File: config.mk
export PLATFORM = sky130hd
export DESIGN_NAME = p1v_serial_rx
export DESIGN_NICKNAME = d
export VERILOG_FILES = /design/src/rtl/p1v_serial_rx.sv
export SDC_FILE = /design/constraint.sdc
export NUM_CORES = 1
export LEC_CHECK = 0
export CORE_MARGIN = 8
export CORE_UTILIZATION = 50
export CTS_CLUSTER_DIAMETER = 120
export CTS_CLUSTER_SIZE = 25
export DETAILED_ROUTE_END_ITERATION = 16
export PLACE_DENSITY = 0.76
export SLEW_MARGIN = 25
export SYNTH_ARGS = -nofsm -noshare
export SYNTH_HDL_FRONTEND = slang
export SYNTH_SLANG_ARGS = --single-unit
File: constraint.sdc
create_clock -name clock_160 -period 2.28 [get_ports clock_160]
set_clock_uncertainty 0.2 [all_clocks]
set_input_delay 0.342 -clock clock_160 [delete_from_list [all_inputs] [get_ports clock_160]]
set_output_delay 0.342 -clock clock_160 [all_outputs]
set_load 0.05 [all_outputs]
File: src/rtl/p1v_serial_rx.sv
// 8N1 UART receiver for the Propeller pin-30 serial output, oversampled at CLKS_PER_BIT.
// Build option: define P1V_RX_FIFO_EN for a FIFO_DEPTH-entry buffer; otherwise a single holding register.
`timescale 1ns/1ps

module p1v_serial_rx #(
    parameter int CLKS_PER_BIT = 1389,
    parameter int FIFO_DEPTH   = 16
) (
    input  logic       clock_160,
    input  logic       reset,
    input  logic       rx_line,
    output logic [7:0] rx_data,
    output logic       rx_valid,
    input  logic       rx_ready,
    output logic       frame_err,
    output logic       overrun,
    output logic       busy,
    output logic [2:0] dbg_state_o
);

    localparam int CW = $clog2(CLKS_PER_BIT);
    localparam logic [CW-1:0] HALF_LOAD = CW'(CLKS_PER_BIT / 2 - 1);
    localparam logic [CW-1:0] FULL_LOAD = CW'(CLKS_PER_BIT - 1);
    localparam logic [CW-1:0] CNT_ONE   = CW'(1);

    generate
        if (CLKS_PER_BIT < 16 || CLKS_PER_BIT > 65535) begin : g_bad_clks_per_bit
            $error("p1v_serial_rx: CLKS_PER_BIT out of range 16..65535");
        end
        if (FIFO_DEPTH < 2 || FIFO_DEPTH > 256 || (FIFO_DEPTH & (FIFO_DEPTH - 1)) != 0) begin : g_bad_fifo_depth
            $error("p1v_serial_rx: FIFO_DEPTH must be a power of two in 2..256");
        end
    endgenerate

    typedef enum logic [2:0] {
        S_IDLE  = 3'd0,
        S_START = 3'd1,
        S_DATA  = 3'd2,
        S_STOP  = 3'd3,
        S_BREAK = 3'd4
    } state_t;

    logic          meta_q, sync_q, prev_q;
    logic          armed_q, armed_d;
    state_t        state_q, state_d;
    logic [CW-1:0] cnt_q, cnt_d;
    logic [2:0]    idx_q, idx_d;
    logic [7:0]    shift_q, shift_d;
    logic          frame_err_q, overrun_q;
    logic          fall, cnt_zero, push, bad_stop;
    logic          pop, full, accept, overrun_d;

    assign fall     = prev_q & ~sync_q;
    assign cnt_zero = (cnt_q == '0);

    always_ff @(posedge clock_160) begin
        if (reset) begin
            meta_q      <= 1'b0;
            sync_q      <= 1'b0;
            prev_q      <= 1'b0;
            armed_q     <= 1'b0;
            state_q     <= S_IDLE;
            cnt_q       <= '0;
            idx_q       <= 3'd0;
            shift_q     <= 8'h00;
            frame_err_q <= 1'b0;
            overrun_q   <= 1'b0;
        end else begin
            meta_q      <= rx_line;
            sync_q      <= meta_q;
            prev_q      <= sync_q;
            armed_q     <= armed_d;
            state_q     <= state_d;
            cnt_q       <= cnt_d;
            idx_q       <= idx_d;
            shift_q     <= shift_d;
            frame_err_q <= bad_stop;
            overrun_q   <= overrun_d;
        end
    end

    always_comb begin
        state_d  = state_q;
        cnt_d    = cnt_q;
        idx_d    = idx_q;
        shift_d  = shift_q;
        push     = 1'b0;
        bad_stop = 1'b0;
        armed_d  = armed_q | sync_q;
        case (state_q)
            S_IDLE: begin
                if (fall && armed_q) begin
                    state_d = S_START;
                    cnt_d   = HALF_LOAD;
                end
            end
            S_START: begin
                if (!cnt_zero) begin
                    cnt_d = cnt_q - CNT_ONE;
                end else if (!sync_q) begin
                    state_d = S_DATA;
                    cnt_d   = FULL_LOAD;
                    idx_d   = 3'd0;
                end else begin
                    state_d = S_IDLE;
                end
            end
            S_DATA: begin
                if (!cnt_zero) begin
                    cnt_d = cnt_q - CNT_ONE;
                end else begin
                    shift_d[idx_q] = sync_q;
                    cnt_d          = FULL_LOAD;
                    if (idx_q == 3'd7) begin
                        state_d = S_STOP;
                    end else begin
                        idx_d = idx_q + 3'd1;
                    end
                end
            end
            S_STOP: begin
                if (!cnt_zero) begin
                    cnt_d = cnt_q - CNT_ONE;
                end else if (sync_q) begin
                    push    = 1'b1;
                    state_d = S_IDLE;
                end else begin
                    // A low stop bit usually means a break; re-arm only once the line returns high.
                    bad_stop = 1'b1;
                    armed_d  = 1'b0;
                    state_d  = S_BREAK;
                end
            end
            S_BREAK: begin
                if (sync_q) begin
                    state_d = S_IDLE;
                end
            end
            default: begin
                state_d = S_IDLE;
            end
        endcase
    end

    // Output handshake: rx_data is held while rx_valid && !rx_ready; a byte is consumed
    // on every rising edge with rx_valid && rx_ready, and the next entry shows one cycle later.
    assign pop       = rx_valid & rx_ready;
    assign accept    = push & (~full | pop);
    assign overrun_d = push & full & ~pop;

`ifdef P1V_RX_FIFO_EN
    localparam int AW = $clog2(FIFO_DEPTH);
    localparam logic [AW:0] PTR_ONE = (AW + 1)'(1);

    logic [AW:0] wr_ptr_q, rd_ptr_q;
    logic [7:0]  mem_q [FIFO_DEPTH];

    assign full     = (wr_ptr_q[AW] != rd_ptr_q[AW]) && (wr_ptr_q[AW-1:0] == rd_ptr_q[AW-1:0]);
    assign rx_valid = (wr_ptr_q != rd_ptr_q);
    assign rx_data  = mem_q[rd_ptr_q[AW-1:0]];

    always_ff @(posedge clock_160) begin
        if (reset) begin
            wr_ptr_q <= '0;
            rd_ptr_q <= '0;
            for (int i = 0; i < FIFO_DEPTH; i++) begin
                mem_q[i] <= 8'h00;
            end
        end else begin
            if (accept) begin
                mem_q[wr_ptr_q[AW-1:0]] <= shift_q;
                wr_ptr_q                <= wr_ptr_q + PTR_ONE;
            end
            if (pop) begin
                rd_ptr_q <= rd_ptr_q + PTR_ONE;
            end
        end
    end
`else
    logic [7:0] hold_q;
    logic       hold_valid_q;

    assign full     = hold_valid_q;
    assign rx_valid = hold_valid_q;
    assign rx_data  = hold_q;

    always_ff @(posedge clock_160) begin
        if (reset) begin
            hold_q       <= 8'h00;
            hold_valid_q <= 1'b0;
        end else if (accept) begin
            hold_q       <= shift_q;
            hold_valid_q <= 1'b1;
        end else if (pop) begin
            hold_valid_q <= 1'b0;
        end
    end
`endif

    assign frame_err   = frame_err_q;
    assign overrun     = overrun_q;
    assign busy        = (state_q != S_IDLE);
    assign dbg_state_o = state_q;

endmodule

Yosys cells after proc, flatten, opt, wreduce, memory -nomap -nowiden. Index checks and enable logic that the tools add are counted.

Flip-flop bits (word level): 40. Output and inout port bits: 15. Logic and storage cells: 88.

Add/sub/neg operators: 2. Order comparisons: 2. Equality and inequality tests: 15. Multiplexer cells: 32. Bitwise operators: 12. Reduce and logical (&&, ||, !) cells: 13.

Operator list (count): 11-bit two-way mux (5); 11-bit one-hot mux with 4 select lines (1); 3-bit two-way mux (11); 2-bit inequality test (second input constant) (9); 3-bit one-hot mux with 5 select lines (1); 11-bit logical NOT (1); 11-bit by 1-bit subtractor with 11-bit output (second input constant) (1); 1-bit two-way mux (10); 8-bit bitwise mux (1); 3-bit by 2-bit == test with 1-bit output (second input constant) (2); 3-bit == test (second input constant) (2); 3-bit one-hot mux with 2 select lines (1); 6-bit AND reduction (1); 1-bit AND (5); 1-bit inverter (5); 5-bit AND reduction (1); 3-bit by 4-bit < comparator with 1-bit output (second input constant) (1); 4-bit AND reduction (1); 2-bit nonzero test (2); 4-bit nonzero test (1); 3-bit by 1-bit adder with 3-bit output (second input constant) (1); 1-bit demux with 3-bit select (1); 3-bit by 1-bit == test with 1-bit output (second input constant) (1); 3-bit by 1-bit >= comparator with 1-bit output (second input constant) (1); other kinds (8) (10).

Longest topological paths before layout. Gate-level depths: netlist of run 1.

Word-level depth: 5. Gate-level depth with buffers: 7. Mapped depth without buffers: 7.

Worst setup path after synthesis of run 1. OpenSTA, ideal clock, no wires.

Kind: flip-flop to flip-flop. Start point: register state_q[1] (netlist: dbg_state_o[1]). End point: register shift_q[1]. Arrival time: 2.351 ns. Required time: 1.952 ns. Slack: -0.398 ns. Stages on the path, launching flop included: 7. Buffers on the path: 1. Path through: dfxtp_1 buf_2 or3b_2 or4_4 nor4b_4 mux2i_1 nor2_1.

Longest elaborated chain between the ends: 2.

RTL lines: start: declaration (RTL line 45) `state_t state_q, state_d;`; start signal: assignment (RTL line 73) `state_q <= state_d;`; 3-bit by 2-bit == test with 1-bit output (RTL line 90) `case (state_q)`; 2-bit AND reduction (no source line); end signal: assignment (RTL line 76) `shift_q <= shift_d;`; end: declaration (RTL line 48) `logic [7:0] shift_q, shift_d;`.

Every way passes these cells. A chain may end at the register's enable or synchronous reset.

Worst setup path after layout of run 1.
Start point: register cnt_q[0]. End point: register shift_q[4].

Longest elaborated chain between the ends: 2.

RTL lines: start: declaration (RTL line 46) `logic [CW-1:0] cnt_q, cnt_d;`; start signal: assignment (RTL line 74) `cnt_q <= cnt_d;`; 11-bit logical NOT (RTL line 54) `assign cnt_zero = (cnt_q == '0);`; 2-bit AND reduction (no source line).

Every way passes these cells.

==> flow_summary.yaml, run 1 <==
place:
  hpwl_um: 3362
  portBuffers: 18
  dp_slack_ns: -0.02079
  dpl.cell_count: 303
  placed_area_um2: 2350
  gp_congestion: 0.9718
setup_path:
  crit_required_ns: 2.27
  arrival_ns: 2.33
  critPathLaunchType: "flop"
  crit_start: "cnt_q[0]"
  worst_setup_path_end_kind: "flop"
  rr_startpoint: "cnt_q[0]"
  crit_type: "flop to flop"
  crit_fanout: 5
global_route:
  antenna_found_initial: 0
  overflow: 0
  grt_pass1_vias: 1712
  grt_first_pass_wirelength_um: 8273
  grt_usage_pct: 16.49
  grt_max_degree: 16
finish:
  fin_nets: 276
  fin_util_pct: 67.88
  n_antenna_cell: 0
  drive_above_1_share_pct: 21.56
  design_area_um2: 2504
  areaGrowthSynthToFinish_pct: 29.26
  final_cells: 317
pwr:
  seqPwrFrac_pct: 24.7
  p_leak_nw: 1.016
  worst_ir_drop_vdd_mv: 0.7527
  total_power_mw: 3.546
  swShare_pct: 43.81
  intPower_mw: 1.992
  pwr-share-clk_pct: 13.2
  pwr-share-comb_pct: 62.1
  power.switching_mw: 1.553
  power_density_nw_per_um2: 1416
floorplan:
  fp.dieH_um: 78.24
  start_util_pct: 52.51
  num_io_pins: 19
  dieWidth_um: 78.24
  design.core.area_um2: 3689
  die_area_um2: 6122
  rows: 22
yosys:
  synthArstFlopShare_pct: 0
  synth_edf_count: 0
  synth_ff_type: "dfxtp_1"
  netlist_area_um2: 1937
  syn-num-nets: 231
  avgSynthCellArea_um2: 8.685
  yosys_register_bits: 40
  yosysUniqueCellTypes: 47
  ys_warn_count: 0
  ys_seq_area_share_pct: 41.34
  synthCells: 223
sta:
  rsz0062_at_grt: "true"
  hold_viol: 0
  layout_setup_ws_ns: -0.06138
  min_period_ns: 2.341
  fin_crit_sh_pct: 102.7
  holdWs_ns: 0.2409
  fmax_mhz: 427.1
  drv_slew: 0
  setup_violations: 3
  slew_headroom_pct: 64.95
  setup_tns_ns: -0.07264
  worstMarginPinSlew_ns: 0.5242
status:
  failed_checks: "negative setup slack"
  status: "finished with violations"
clocking:
  insertion_delay_ns: 0.30
  cts_tree: "yes"
  clkTransAtPathRegs_ns: 0.07
  clock_sinks: 40
  clock_path_buffers: 2
  numCtsBuffers: 5
  clock-root-buffer: "clkbuf_8"
  htreeDepth: 2
drt:
  dr.pass1.iters: 4
  via_per_inst: 5.735
  ant_nets: 0
  drcViolationCount: 0
  drt-wirelength-per-cell_um: 14.85
  wirelength_um: 4708
  drt_iter0_drc: 182
  vias: 1818
flow_run:
  max_cap_violations: 0
hold_path:
  hold_path_class: "flop to flop"
  min_from: "meta_q"
[power groups by stage]
| stage | clock, mW | sequential (mW) | combinational [mW] |
|---|---|---|---|
| 2_1_floorplan | 0 | 0.958 | 1.20 |
| 3_3_place_gp | 0 | 0.886 | 1.97 |
| 3_5_place_dp | 0 | 0.891 | 1.96 |
| 4_1_cts | 0.477 | 0.876 | 2.02 |
| 5_1_grt | 0.508 | 0.891 | 2.39 |
| 6_report | 0.467 | 0.877 | 2.20 |
[critical path, cell delays in order, from the launching register on]
cell	delay, ns
dfxtp_2	0.33
inv_2	0.07
ha_4	0.13
or4b_4	0.46
or4_4	0.50
nor4b_4	0.26
mux2i_1	0.23
nor2_1	0.06
[cell type report]
cell class              count  area [µm²]
well taps                  48       60.06
inverters                   4       15.01
clock buffers               6       72.57
fillers                   317        1185
flip-flops and latches     40       807.0
multi-input cells         167        1114
repair buffers             50       422.9
clock inverters             2       12.51
[cell families after synthesis]
kind of cell	synth area share (%)
AO/OA/AOI/OAI	16.80
flip-flops	41.34
multiplexers	8.850
adder cells (fa/ha/maj)	2.584
buffers and inverters	3.229
AND/OR/NAND/NOR	26.74
XOR/XNOR	0.4523
[cell usage in the layout, fill, tap and decap left out, drive strengths merged, types with 5 or more instances in the layout]
cell type	instances
nor2	31
buf	34
clkbuf	6
dfxtp	40
clkdlybuf4s50	16
a21oi	14
mux2i	16
nor3	8
a31oi	5
nand2	17
nand4	5
o21ai	13
or3	5
[cell usage after synthesis (2+ instances only)]
cell type  number  area, µm²
nor4_1          2      12.51
nor3_1          7      35.03
nor2_1         31      116.4
nand4_1         5      31.28
o31ai_1         2      15.01
buf_1           2      7.510
mux2i_1        16      160.2
nor4b_2         2      30.03
a311oi_1        2      17.52
clkbuf_1        8      30.03
a211oi_1        3      22.52
nand3_1         4      20.02
a22o_1          2      17.52
nand3b_1        2      15.01
o21ai_0        13      65.06
dfxtp_1        40      800.8
or3_1           5      31.28
a21oi_1        14      70.07
nand2b_1        4      25.02
a31oi_1         5      31.28
ha_1            4      50.05
nand2_1        17      63.81
nor2b_1         4      25.02
inv_1           4      15.01
o22ai_1         2      12.51
nand4b_1        2      17.52
[layer usage]
metal,part of all wire (%),global-route usage [%],vias up,routed length [µm]
met4,1.5,6.296,0,72
met1,47,22.81,827,2223
met5,0,0,-,0
li1,-,-,912,-
met2,44,23.86,72,2061
met3,7.5,4.214,7,351
[sequential cells by signal, summed over array words and instances, names as in the netlist, 3 cells and up]
| register | cells |
|---|---|
| shift_q | 8 |
| idx_q | 3 |
| cnt_q | 11 |
| rx_data | 8 |
| dbg_state_o | 3 |
[final timing paths]
path / end / slack [ns] / cells after the start
max: shift_q[4] / -0.06 / 7
min: sync_q / 0.24 / 1
max reg2reg: shift_q[4] / -0.06 / 7
min reg2reg: sync_q / 0.24 / 1
[what timing repair did]
| item | 4_1_cts | 5_1_grt |
|---|---|---|
| buffers inserted | 2 | 4 |
| hold buffers | 0 | 0 |
| endpoints found under the setup margin | 3 | 19 |
| pin swaps | 1 | 2 |
| gates resized for setup | 1 | 4 |
Power figures use the tool's default switching activity.
==> run 2: changes to the inputs <==
- CORE_ASPECT_RATIO: not set -> 1.1
- SLEW_MARGIN: 25 -> 20
==> flow_summary.yaml, run 2 (synthesized netlist as in run 1, its figures left out) <==
setup_path:
  crit_fanout: 5
  critPathLaunchType: "flop"
  rr_startpoint: "cnt_q[0]"
  arrival_ns: 2.32
  crit_required_ns: 2.27
  worst_setup_path_end_kind: "flop"
  crit_type: "flop to flop"
  regToRegEndpoint: "shift_q[1]"
  ff2ff_path_depth: 7
  r2r_setup_slack_ns: -0.05
sta:
  setup_violations: 6
  drv_slew: 0
  fin_crit_sh_pct: 102.2
  hold_viol: 0
  layout_setup_ws_ns: -0.05075
  rsz0062_at_grt: "true"
  fmax_mhz: 429.0
  worstMarginPinSlew_ns: 0.5299
  setup_tns_ns: -0.1549
  min_period_ns: 2.331
  slew_headroom_pct: 64.56
  holdWs_ns: 0.2483
floorplan:
  rows: 23
  fp.dieH_um: 81.28
  num_io_pins: 19
  start_util_pct: 52.58
  design.core.area_um2: 3684
  die_area_um2: 6123
  dieWidth_um: 75.34
place:
  dp_slack_ns: -0.04439
  hpwl_um: 3456
  placed_area_um2: 2375
  portBuffers: 18
  gp_congestion: 0.9161
drt:
  ant_nets: 0
  drt-wirelength-per-cell_um: 16.02
  wirelength_um: 5078
  drcViolationCount: 0
  drt_iter0_drc: 213
  dr.pass1.iters: 6
  via_per_inst: 6.095
  vias: 1932
finish:
  drive_above_1_share_pct: 21.35
  design_area_um2: 2529
  areaGrowthSynthToFinish_pct: 30.56
  largest-register: "cnt_q"
  largest_register_ffs: 11
  mostFrequentLayoutCells: "37 x dfxtp_1, 32 x buf_4, 31 x nor2_1"
  fillCellCount: 317
  final_common_cell: "dfxtp_1"
  n_antenna_cell: 0
  fin_nets: 274
global_route:
  grt_pass1_vias: 1786
  grt_max_degree: 18
  overflow: 0
  antenna_found_initial: 0
  grt_first_pass_wirelength_um: 8197
  grt_usage_pct: 17.31
clocking:
  clock_path_buffers: 2
  clock_sinks: 40
  insertion_delay_ns: 0.30
  numCtsBuffers: 5
  cts_tree: "yes"
  clock-root-buffer: "clkbuf_8"
  htreeDepth: 2
  clkTransAtPathRegs_ns: 0.08
  ctsHoldBuffers: 0
pwr:
  p_leak_nw: 1.033
  power_density_nw_per_um2: 1455
  total_power_mw: 3.680
  worst_ir_drop_vdd_mv: 0.5714
hold_path:
  hold_path_depth: 1
  hold_path_class: "flop to flop"
  min_from: "meta_q"
  whs_endpoint: "sync_q"
status:
  failed_checks: "negative setup slack"
  status: "finished with violations"
flow_run:
  max_cap_violations: 0
## run 2: final cells by class
| class | instances | area [µm²] | share of cell area (%) |
|---|---|---|---|
| multi-input cells | 167 | 1117 | 44.19 |
| flip-flops and latches | 40 | 807.0 | 31.91 |
| repair buffers | 48 | 400.4 | 15.83 |
| clock buffers | 7 | 96.34 | 3.810 |
| well taps | 50 | 62.56 | 2.474 |
| clock inverters | 1 | 30.03 | 1.188 |
| inverters | 4 | 15.01 | 0.5938 |
## run 2: what timing repair did
action	4_1_cts	5_1_grt
gates cloned	0	0
gates resized for setup	0	4
hold endpoints to repair	0	0
buffers inserted	0	1
endpoints found under the setup margin	4	9
## run 2: report_power, final
part	internal, mW	switching [mW]	total [mW]	leakage (nW)
clock	0.386	0.247	0.633	0.0645
sequential	0.807	0.0714	0.879	0.326
combinational	0.908	1.26	2.17	0.643
## run 2: how the worst max path moves through the flow
stage,start,to,cells past startpoint,slack (ns)
4_1_cts,cnt_q[0],shift_q[1],7,-0.06
3_5_place_dp,cnt_q[0],shift_q[4],7,-0.04
5_1_grt,cnt_q[0],idx_q[0],6,-0.15
6_report,cnt_q[0],shift_q[1],7,-0.05
2_1_floorplan,dbg_state_o[1],shift_q[4],6,-0.02
3_3_place_gp,cnt_q[0],shift_q[4],7,-0.001
## run 2: routing by layer
metal | up-vias | global-route usage, % | wire length, µm
met2 | 101 | 27.31 | 2318
met1 | 901 | 20.33 | 2157
met4 | 0 | 10.19 | 199
met3 | 24 | 4.926 | 402
met5 | - | 0 | 0
li1 | 906 | - | -
## run 2: metrics by stage
stage	utilization [%]	cells
after floorplan	-	223
after global placement	64.47	308
after detailed placement	64.47	308
after CTS	67.90	316
after global routing	68.65	317
final	68.65	317
## run 2: worst max-delay path: stages (launching register included)
cell and delay, ns:
dfxtp_2 0.32, inv_2 0.07, ha_4 0.13, or4b_4 0.48, or4_4 0.51, nor4b_4 0.24
mux2i_1 0.21, nor2_1 0.06
